File: config.mk
export PLATFORM = sky130hd
export DESIGN_NAME = pipelined_ripple_adder
export DESIGN_NICKNAME = d
export VERILOG_FILES = /design/src/rtl/adder_pkg.sv /design/src/rtl/adder_segment.sv /design/src/rtl/pipelined_ripple_adder.sv
export SDC_FILE = /design/constraint.sdc
export NUM_CORES = 1
export LEC_CHECK = 0
export CAP_MARGIN = 20
export CELL_PAD_IN_SITES_DETAIL_PLACEMENT = 1
export CELL_PAD_IN_SITES_GLOBAL_PLACEMENT = 2
export CORE_AREA = 4 4 126 104
export DETAILED_ROUTE_END_ITERATION = 10
export DIE_AREA = 0 0 130 108
export PLACE_DENSITY = 0.79
export SETUP_SLACK_MARGIN = 0.1
export SYNTH_ARGS = -nofsm -noshare
export SYNTH_HDL_FRONTEND = slang
export SYNTH_SLANG_ARGS = --single-unit
File: constraint.sdc
create_clock -name clk -period 8.2 [get_ports clk]
set_input_delay 1.23 -clock clk [delete_from_list [all_inputs] [get_ports clk]]
set_output_delay 1.23 -clock clk [all_outputs]
set_load 0.05 [all_outputs]
File: src/rtl/adder_pkg.sv
// adder_pkg: mode encoding and parameter check shared by the pipelined adder
package adder_pkg;
  localparam logic ADD = 1'b0;
  localparam logic SUB = 1'b1;
  function automatic bit width_ok(input int width, input int seg);
    return seg > 0 && width >= seg && width % seg == 0;
  endfunction
endpackage

File: src/rtl/adder_segment.sv
// adder_segment: SEG-bit combinational ripple adder exposing the carry into its MSB
module adder_segment #(
  parameter int SEG = 4
) (
  input  logic [SEG-1:0] a_i,
  input  logic [SEG-1:0] b_i,
  input  logic           cin_i,
  output logic [SEG-1:0] sum_o,
  output logic           cout_o,
  output logic           cmsb_o
);
  logic c;
  always_comb begin
    c = cin_i;
    cmsb_o = cin_i;
    sum_o = '0;
    for (int i = 0; i < SEG; i++) begin
      sum_o[i] = a_i[i] ^ b_i[i] ^ c;
      cmsb_o = c;
      c = (a_i[i] & b_i[i]) | (c & (a_i[i] ^ b_i[i]));
    end
  end
  assign cout_o = c;
endmodule

File: src/rtl/pipelined_ripple_adder.sv
// pipelined_ripple_adder: add/subtract with one SEG-bit ripple segment per stage and valid/ready flow control
module pipelined_ripple_adder
  import adder_pkg::*;
#(
  parameter int WIDTH = 16,
  parameter int SEG   = 4
) (
  input  logic             clk,
  input  logic             rst,
  input  logic             in_valid,
  output logic             in_ready,
  input  logic [WIDTH-1:0] a,
  input  logic [WIDTH-1:0] b,
  input  logic             cin,
  input  logic             sub,
  output logic             out_valid,
  input  logic             out_ready,
  output logic [WIDTH-1:0] sum,
  output logic             cout,
  output logic             ovf
);
  localparam int NSEG = WIDTH / SEG;
  if (!width_ok(WIDTH, SEG)) begin : g_bad
    $error("WIDTH must be a positive multiple of SEG");
  end
  logic [NSEG-1:0] v_all, ld;
  logic o_q;
  for (genvar k = 0; k < NSEG; k++) begin : g_st
    localparam int LO = k * SEG;
    localparam int HI = LO + SEG;
    logic [WIDTH-LO-1:0] a_x, b_x;
    logic [HI-1:0]       s_d, s_q;
    logic [SEG-1:0]      ss;
    logic                c_x, v_x, v_q, c_q, co, cm;
    adder_segment #(.SEG(SEG)) u_seg (
      .a_i   (a_x[SEG-1:0]),
      .b_i   (b_x[SEG-1:0]),
      .cin_i (c_x),
      .sum_o (ss),
      .cout_o(co),
      .cmsb_o(cm)
    );
    if (k == 0) begin : g_in
      // subtraction folds into a + ~b + 1 before the first segment
      assign a_x = a;
      assign b_x = sub == ADD ? b : ~b;
      assign c_x = sub == ADD ? cin : 1'b1;
      assign v_x = in_valid;
      assign s_d = ss;
    end else begin : g_mid
      assign a_x = g_st[k-1].g_op.a_q;
      assign b_x = g_st[k-1].g_op.b_q;
      assign c_x = g_st[k-1].c_q;
      assign v_x = g_st[k-1].v_q;
      assign s_d = {ss, g_st[k-1].s_q};
    end
    if (k < NSEG - 1) begin : g_op
      logic [WIDTH-HI-1:0] a_q, b_q;
      always_ff @(posedge clk) begin
        if (rst) begin
          a_q <= '0;
          b_q <= '0;
        end else if (ld[k]) begin
          a_q <= a_x[WIDTH-LO-1:SEG];
          b_q <= b_x[WIDTH-LO-1:SEG];
        end
      end
    end
    always_ff @(posedge clk) begin
      if (rst) begin
        v_q <= 1'b0;
        s_q <= '0;
        c_q <= 1'b0;
      end else if (ld[k]) begin
        v_q <= v_x;
        s_q <= s_d;
        c_q <= co;
      end
    end
    assign v_all[k] = v_q;
    // a stage may load unless it and every stage after it are full and stalled
    assign ld[k] = out_ready || !(&v_all[NSEG-1:k]);
  end
  always_ff @(posedge clk) begin
    if (rst) o_q <= 1'b0;
    else if (ld[NSEG-1]) o_q <= g_st[NSEG-1].cm ^ g_st[NSEG-1].co;
  end
  assign in_ready  = !rst && ld[0];
  assign out_valid = v_all[NSEG-1];
  assign sum       = g_st[NSEG-1].s_q;
  assign cout      = g_st[NSEG-1].c_q;
  assign ovf       = o_q;
endmodule

==> impl_metrics.csv <==
group,metric,value,unit
power,switching_share,0.236,
clock_tree,cts_max_level,3,
clock_tree,root_buffer,"clkbuf_16",
status,status,"finished clean",
power,pwr-share-clk,0.411,
detailed_routing,routedWlPerCell,14.0,microns
setup_path,timing.reg2reg.worst_path_depth,8,
setup_path,worstPathCellList,"clkdlybuf4s50_1, nand4b_1, buf_4, nor2_1, nor2_1, clkdlybuf4s50_1",
global_route,grt_pass1_vias,3105,
floorplan,die_area,0.0140,sq mm
placed_design,io_buffers,57,
worst_hold_path,whs_path_depth,2,
setup_path,r2r_end,"sum[15]$_SDFFE_PP0P_",
logic_synthesis,avgSynthCellArea,8.64,sq um
worst_hold_path,hp-class,"flop to flop",
logic_synthesis,ys_seq_area_frac,0.480,
power,seqPwrFrac,0.485,
placed_design,place_area,0.00462,sq mm
setup_path,worst-path-buf-inv,3,
clock_tree,cts_tree,"done",
sta,rsz0062_at_grt,"false",
global_route,grtUsageTotal,0.141,
sta,fin_crit,4740,ps
logic_synthesis,netlist_top_cells_area,"dfxtp_1 (48%), nand2_1 (10%), a21oi_1 (9.2%)",
detailed_routing,drcViolationCount,0,
setup_path,slowest_stage,"clkdlybuf4s50_1",
setup_path,cp_max_fo,57,
finish,fillers,1428,
clock_tree,hold_buffers,0,
detailed_routing,vias,3069,
power,cellInternalPower,0.000816,W
finish,n_antenna_cell,0,
floorplan,rows,36,
finish,drive_gt1_frac,0.0611,
power,p_comb_frac,0.104,
detailed_routing,drt_iter0_markers,112,
sta,worst_clock_skew,4.97,ps
finish,area_growth,22.2,%
global_route,grt-ovfl-total,0,
setup_path,r2r-start,"g_st[2].c_q$_SDFFE_PP0P_",
placed_design,dp_slack,3440,ps
floorplan,io_pins,58,
worst_hold_path,holdPathEnd,"sum[5]$_SDFFE_PP0P_",
detailed_routing,via_per_inst,4.66,
sta,worst_pin_slew,954,ps
sta,drv_slew,0,
logic_synthesis,synth-seq-cells,97,
floorplan,dieWidth,130,microns
logic_synthesis,syn_inst,468,
clock_tree,post-cts-setup-buffers,0,
sta,relSlewSlack,0.362,
logic_synthesis,ys_types,27,
logic_synthesis,synth_area,0.00404,sq mm
logic_synthesis,syn-num-nets,522,
sta,worst_slack,3460,ps
global_route,grt_start_max_net_pins,81,
setup_path,cp.arrival,3510,ps
floorplan,start_util,0.340,
power,leakage,1.78,nW
placed_design,place_hpwl,6240,microns
finish,mostFrequentLayoutCells,"nand2_1 (110), dfxtp_1 (97), a21oi_1 (74)",
sta,timing.hold.ws,451,ps
setup_path,worstSetupPathType,"input pin to primary output",
setup_path,reg2reg_slack,5980,ps
clock_tree,cts_inserted_buffers,9,
setup_path,end_kind,"primary output",
finish,fin_nets,556,
global_route,grt_pass1_wl,15700,microns
setup_path,path_delay_family,"buffers and inverters",
clock_tree,clk_path_buf_depth,2,
placed_design,gp_congestion,0.727,
detailed_routing,drt-total-wl,9210,microns
clock_tree,clkTransAtPathRegs,60,ps
flow_run,cap_viol_max_count,0,
finish,final_common_cell,"nand2_1",
floorplan,core_area,0.0119,sq mm
setup_path,required,6970,ps
floorplan,die_y,108,microns
clock_tree,clkSinkCount,97,
clock_tree,cts_resized,0,
logic_synthesis,yosysTopAreaCell,"dfxtp_1",
power,totalPowerFinal,0.00107,W
sta,max_freq,0.211,GHz
power,netSwitchingPower,0.000252,W
clock_tree,clk_latency,340,ps
finish,stdcell_area,0.00494,sq mm
worst_hold_path,hp-start,"sum[5]$_SDFFE_PP0P_",
setup_path,cpPeakStageDelay,810,ps
power,power_density,216,mW/mm^2
setup_path,start_kind,"input pin",
detailed_routing,ant_nets,0,
logic_synthesis,synth_top_area_frac,0.480,
sta,setup_violations,0,
global_route,antenna_found_initial,0,
sta,fin_tns_setup,0,ps
sta,fin_crit_sh,0.578,
sta,finalHoldViolations,0,
power,vdd_drop_max,0.000104,V
logic_synthesis,yosysWarnings,0,
detailed_routing,drtPass1Iterations,4,
[layout make-up]
cell class                 count  area, sq um  area share
inverter                      28          105      0.0213
clock buffer                   9          225      0.0456
timing repair buffer          61          598       0.121
tap                          152          190      0.0385
sequential                    97         1940       0.393
clock inverter                 7         85.1      0.0172
multi-input combinational    305         1790       0.363
[power by group through the flow]
stage,clock network (W),registers (W),logic (W)
after floorplan,0,0.000535,0.0000599
after global placement,0,0.000529,0.000110
after detailed placement,0,0.000530,0.000112
after CTS,0.000454,0.000519,0.000113
after global routing,0.000473,0.000523,0.000124
final,0.000439,0.000519,0.000111
[metrics by stage]
| step | util | instances |
|---|---|---|
| CTS | 0.415 | 658 |
| floorplan | - | 468 |
| global placement | 0.389 | 642 |
| detailed placement | 0.389 | 642 |
| global route | 0.415 | 659 |
| finish | 0.415 | 659 |
[layer usage]
| layer | part of all wire | vias to the layer above | GRT usage |
|---|---|---|---|
| li1 | - | 1591 | - |
| met1 | 0.55 | 1406 | 0.212 |
| met2 | 0.39 | 63 | 0.193 |
| met3 | 0.048 | 9 | 0.0420 |
| met4 | 0.014 | 0 | 0.0423 |
| met5 | 0 | - | 0 |
[how the worst max path moves through the flow]
stage | from | end | slack (ps) | depth (start not counted)
global placement | out_ready | in_ready | 3490 | 6
global route | out_ready | in_ready | 3330 | 6
CTS | out_ready | in_ready | 3440 | 6
detailed placement | out_ready | in_ready | 3440 | 6
floorplan | out_ready | in_ready | 4710 | 4
finish | out_ready | in_ready | 3460 | 6
[cells by family (layout without fill, tap and decap cells)]
kind of cell | Yosys count | count (layout) | synth area share
xor+xnor | 17 | 17 | 0.0368
simple gates | 160 | 160 | 0.164
compound gates | 112 | 112 | 0.164
fa+ha+maj | 16 | 16 | 0.0793
flops | 97 | 97 | 0.480
buf+inv | 66 | 105 | 0.0755
[registers in the layout, indices dropped and copies added, names as in the netlist, 3 cells and up]
register,count
g_st.c_q,3
sum,16
g_st.v_q,3
g_st.s_q,24
g_st.g_op.a_q,24
g_st.g_op.b_q,24
[cells in the mapped netlist]
cell and instances:
nand2_1 110, nand3b_1 1, o21ai_1 1, buf_6 3, clkbuf_2 1, a21oi_1 74, nor2_1 16, dfxtp_1 97
xnor2_1 13, and3b_1 1, buf_2 15, xor2_1 4, nand4b_1 1, nor2b_1 1, inv_1 28, a211oi_1 14
clkbuf_1 14, nand2_2 1, buf_1 1, nor3_1 12, nand3_1 15, buf_4 4, a211oi_2 9, and4b_1 1
nand2b_1 1, fa_1 16, o21ai_0 14
[worst min-delay path, delay by kind of cell, from the launching register on]
kind / cells / cell delay (ps)
compound gates: 1 / 50
flops: 1 / 310
simple gates: 1 / 50
(Power assumes the default switching activity.)
